$ cat src/rtl/kab_io_bus_initiator.sv
// kab_io_bus_initiator
// Processor-side initiator for the Kab I/O register bus. Single-outstanding
// load/store requests become one-cycle Sys_WrEn/Sys_RdEn strobes, read data
// is captured RD_LATENCY cycles after the read strobe and returned as a
// one-cycle response. An independent path turns EIC_IntReq into a
// CPU-visible pending flag and issues EIC_IntAck when the CPU takes it.
module kab_io_bus_initiator #(
  parameter int unsigned RD_LATENCY = 1  // legal range 1..4
) (
  input  logic        Sys_Clock,
  input  logic        Sys_Reset,
  input  logic        Req_Valid,
  output logic        Req_Ready,
  input  logic        Req_Write,
  input  logic [29:0] Req_Address,
  input  logic [31:0] Req_WrData,
  output logic        Rsp_Valid,
  output logic [31:0] Rsp_RdData,
  output logic [31:0] Sys_WrData,
  output logic [29:0] Sys_Address,
  output logic        Sys_WrEn,
  output logic        Sys_RdEn,
  input  logic [31:0] Sys_RdData,
  input  logic        EIC_IntReq,
  input  logic        EIC_IntId,
  output logic        EIC_IntAck,
  output logic        Cpu_IntPending,
  output logic        Cpu_IntId,
  input  logic        Cpu_IntTake
);

  localparam logic [1:0] ST_IDLE   = 2'd0;
  localparam logic [1:0] ST_ACCESS = 2'd1;
  localparam logic [1:0] ST_WAIT   = 2'd2;
  localparam logic [1:0] ST_RESP   = 2'd3;

  logic [1:0]  r_state;
  logic [2:0]  r_cnt;
  logic        r_wren;
  logic        r_rden;
  logic [29:0] r_addr;
  logic [31:0] r_wdata;
  logic [31:0] r_rsp_data;

  logic        r_int_pend;
  logic        r_int_ack;
  logic        r_int_id;
  logic        w_int_take;

  // Bus FSM. The Sys_* registers double as the request latch: they are loaded
  // at the accept edge so they are valid exactly during ACCESS and cleared
  // on every other edge.
  always_ff @(posedge Sys_Clock or negedge Sys_Reset) begin
    if (!Sys_Reset) begin
      r_state    <= ST_IDLE;
      r_cnt      <= '0;
      r_wren     <= 1'b0;
      r_rden     <= 1'b0;
      r_addr     <= '0;
      r_wdata    <= '0;
      r_rsp_data <= '0;
    end else begin
      r_wren  <= 1'b0;
      r_rden  <= 1'b0;
      r_addr  <= '0;
      r_wdata <= '0;
      case (r_state)
        ST_IDLE: begin
          if (Req_Valid) begin
            r_state <= ST_ACCESS;
            r_wren  <= Req_Write;
            r_rden  <= !Req_Write;
            r_addr  <= Req_Address;
            r_wdata <= Req_Write ? Req_WrData : '0;
          end
        end
        ST_ACCESS: begin
          if (r_wren) begin
            r_state    <= ST_RESP;
            r_rsp_data <= '0;
          end else begin
            r_state <= ST_WAIT;
            r_cnt   <= 3'(RD_LATENCY);
          end
        end
        ST_WAIT: begin
          r_cnt <= r_cnt - 3'd1;
          if (r_cnt == 3'd1) begin
            r_rsp_data <= Sys_RdData;
            r_state    <= ST_RESP;
          end
        end
        default: begin
          r_state <= ST_IDLE;
        end
      endcase
    end
  end

  assign w_int_take = Cpu_IntTake && r_int_pend;

  // Interrupt path. Pending is masked in the take-accept cycle and the ack
  // cycle that follows, giving the controller two cycles to drop its request.
  always_ff @(posedge Sys_Clock or negedge Sys_Reset) begin
    if (!Sys_Reset) begin
      r_int_pend <= 1'b0;
      r_int_ack  <= 1'b0;
      r_int_id   <= 1'b0;
    end else begin
      r_int_pend <= EIC_IntReq && !w_int_take && !r_int_ack;
      r_int_ack  <= w_int_take;
      if (w_int_take) begin
        r_int_id <= EIC_IntId;
      end
    end
  end

  assign Req_Ready      = (r_state == ST_IDLE);
  assign Rsp_Valid      = (r_state == ST_RESP);
  assign Rsp_RdData     = r_rsp_data;
  assign Sys_WrEn       = r_wren;
  assign Sys_RdEn       = r_rden;
  assign Sys_Address    = r_addr;
  assign Sys_WrData     = r_wdata;
  assign EIC_IntAck     = r_int_ack;
  assign Cpu_IntPending = r_int_pend;
  assign Cpu_IntId      = r_int_id;

endmodule
$ cat config.mk
export PLATFORM = sky130hd
export DESIGN_NAME = kab_io_bus_initiator
export DESIGN_NICKNAME = d
export VERILOG_FILES = /design/src/rtl/kab_io_bus_initiator.sv
export SDC_FILE = /design/constraint.sdc
export NUM_CORES = 1
export LEC_CHECK = 0
export BUFFER_PORTS_ARGS = -buffer_cell sky130_fd_sc_hd__clkbuf_2
export CORE_MARGIN = 10
export CORE_UTILIZATION = 49
export CTS_CLUSTER_SIZE = 10
export DETAILED_ROUTE_END_ITERATION = 6
export PLACE_DENSITY = 0.88
export SYNTH_ARGS = -nofsm -noshare
export SYNTH_HDL_FRONTEND = slang
export SYNTH_SLANG_ARGS = --single-unit
export TNS_END_PERCENT = 100
$ cat constraint.sdc
create_clock -name Sys_Clock -period 3.06 [get_ports Sys_Clock]
set_input_delay 0.153 -clock Sys_Clock [delete_from_list [all_inputs] [get_ports Sys_Clock]]
set_output_delay 0.153 -clock Sys_Clock [all_outputs]
set_load 0.02 [all_outputs]
==> flow_summary.json <==
{
  "ir_drop_v": 0.000538,
  "drcViolationCount": 0,
  "syn_nets": 424,
  "yosys_warnings": 0,
  "track_usage": 0.179,
  "clkSinkCount": 104,
  "syn-cell-area_um2": 3930,
  "tightestPinTransition_ns": 1.08,
  "antenna_cells": 0,
  "die_area_um2": 12000,
  "synthCells": 316,
  "p_leak_nw": 3.13,
  "grt_overflow_total": 0,
  "synth_top_area_cell": "dfrtp_1",
  "die_y_um": 110,
  "area.growth.synth_to_final_pct": 38.3,
  "stdcell_count": 647,
  "pin_count": 202,
  "finalCritPeriodShare": 0.672,
  "hold_viol": 0,
  "timing.critical_path.from_type": "flop",
  "synth_cell_types": 22,
  "clock.fmax_ghz": 0.486,
  "gp_congestion": 0.822,
  "relSlewSlack": 0.280,
  "clk_pin_slew_ns": 0.10,
  "totalWireLength_um": 10900,
  "antenna_found_initial": 0,
  "cts_root_buffer": "clkbuf_8",
  "initial_core_util": 0.506,
  "cts_tree": "yes",
  "grt_pass1_vias": 3205,
  "dr.first_iter.drc_count": 86,
  "worstSetupEndpointType": "flop",
  "drv_cap": 0,
  "first_pass_iters": 4,
  "p_per_area_nw_per_um2": 820,
  "vias_per_cell": 4.66,
  "synth_top_area_frac": 0.662,
  "setup_viol": 0,
  "fin_crit_ns": 2.06,
  "dp_hpwl_um": 7850,
  "htree_levels": 3,
  "fin_tns_setup_ns": 0,
  "rsz0062_at_grt": "false",
  "criticalPathCategory": "reg -> reg",
  "cp.required_ns": 3.32,
  "fin_worst_skew_ns": 0.00869,
  "drive_above_1_share": 0.415,
  "synth_seq_cells": 104,
  "grt_use_met2": 0.290,
  "dp.cells": 607,
  "fp.dieW_um": 110,
  "seq_area_frac_synth": 0.662,
  "nets": 648,
  "cp_max_fo": 32,
  "grt_first_pass_wirelength_um": 16700,
  "core_um2": 7770,
  "detail-route-antenna-nets": 0,
  "io_buffers": 201,
  "grt_max_degree": 90,
  "clock_path_buffers": 2,
  "wl_per_cell_um": 16.8,
  "status": "complete, no violations",
  "busiest_layer": "met2",
  "cts_inserted_buffers": 9,
  "synth_area_leaders": "dfrtp_1, mux2i_1, and2_1, and3_1, inv_1",
  "vias": 3015,
  "hp-class": "in -> async",
  "drv_slew": 0,
  "fp-row-count": 32,
  "worstSkewPairLatency_ns": 0.35,
  "use_met3": 0.0942,
  "grt_util_met1": 0.199,
  "syn_avg_cell_area_um2": 12.4,
  "arrival_ns": 2.32
}
## sequential cells by signal, summed over array words and instances (netlist names)
name            cells
Rsp_RdData         32
Sys_WrData         32
Sys_Address        30
r_cnt               3
r_state             2
Cpu_IntId           1
Cpu_IntPending      1
EIC_IntAck          1
Sys_RdEn            1
Sys_WrEn            1
## critical path, stage by stage, from the launching register on
cell and delay (ns):
dfrtp_1 0.43, inv_1 0.10, ha_1 0.38, mux2i_1 0.18
a21oi_4 0.13, buf_4 0.46, mux2i_1 0.27
## kinds of logic after synthesis
kind of cell | share of synthesized area
and+or+nand+nor | 0.149
adders and majority gates | 0.0223
AOI/OAI and AO/OA | 0.0178
DFF | 0.662
buffers and inverters | 0.0566
muxes | 0.0926
## synthesized netlist by cell type
| master | count |
|---|---|
| inv_1 | 36 |
| nor3b_1 | 2 |
| nand2b_1 | 1 |
| a21oi_1 | 3 |
| nand2_1 | 35 |
| ha_1 | 7 |
| mux2i_1 | 33 |
| and2_1 | 34 |
| o21ai_0 | 2 |
| a21oi_4 | 1 |
| clkbuf_1 | 9 |
| a311o_1 | 1 |
| and3b_1 | 1 |
| nor2_1 | 3 |
| and3_1 | 31 |
| buf_6 | 3 |
| a21bo_2 | 1 |
| o2bb2ai_1 | 1 |
| nor2b_1 | 1 |
| buf_2 | 4 |
| dfrtp_1 | 104 |
| mux2_2 | 3 |
## per-stage QoR
step	instance area (um^2)	hold WS [ns]	worst slack [ns]	util	power, W
floorplan	3930	-0.143	1.49	-	0.00311
global placement	5010	0.336	1.09	0.645	0.00360
global route	5440	0.00624	0.766	0.700	0.00476
detailed placement	5010	0.340	1.01	0.645	0.00370
finish	5440	0.000266	1.00	0.700	0.00446
CTS	5430	0.00545	0.983	0.699	0.00451
## per-layer routing
layer	vias up	share of wire
met5	-	0
met3	9	0.15
met2	137	0.49
met1	1429	0.36
met4	0	0.011
li1	1440	-
## cell type report
cell class                 instances  area, um^2
clock buffer                      10         138
sequential                       104        2600
inverter                          36         135
tap                              102         128
fill                             571        2330
timing repair buffer             229        1280
multi-input combinational        160        1110
clock inverter                     6        50.0
## layout by cell type, fill, tap and decap left out, types with 2 or more instances in the layout
| master | n |
|---|---|
| dfrtp_1 | 104 |
| mux2_2 | 3 |
| mux2i_1 | 33 |
| ha_1 | 7 |
| nor3b_1 | 2 |
| nor2_1 | 3 |
| buf_4 | 5 |
| clkbuf_8 | 10 |
| and2_1 | 34 |
| nand2_1 | 35 |
| a21oi_1 | 3 |
| o21ai_0 | 2 |
| clkbuf_2 | 200 |
| dlygate4sd3_1 | 24 |
| inv_1 | 36 |
| and3_1 | 31 |
| inv_6 | 2 |
## worst paths after layout
kind / from / end / slack [ns] / cells after the start
worst max-delay path: r_state[0] / Rsp_RdData[8] / 1.00 / 6
worst min-delay path: Sys_Reset / Rsp_RdData[30] / 0.0003 / 1
worst max register to register: r_state[0] / Rsp_RdData[8] / 1.00 / 6
worst min register to register: EIC_IntAck / Cpu_IntPending / 0.44 / 1
max in group asynchronous: Sys_Reset / Sys_Address[16] / 2.21 / 2
min in group Sys_Clock: Req_WrData[18] / Sys_WrData[18] / 0.02 / 2
## power breakdown
part / switching (W) / internal (W) / total, W
clock network: 0.000463 / 0.000330 / 0.000793
logic: 0.00113 / 0.000682 / 0.00181
registers: 0.000166 / 0.00169 / 0.00186
total: 0.00176 / 0.00271 / 0.00446
## what timing repair did
action,in CTS,in global routing
hold buffers,23,1
buffers inserted,0,0
hold endpoints to repair,23,1
resized for setup,0,0
Note: power is estimated with default switching activity, not from simulation.
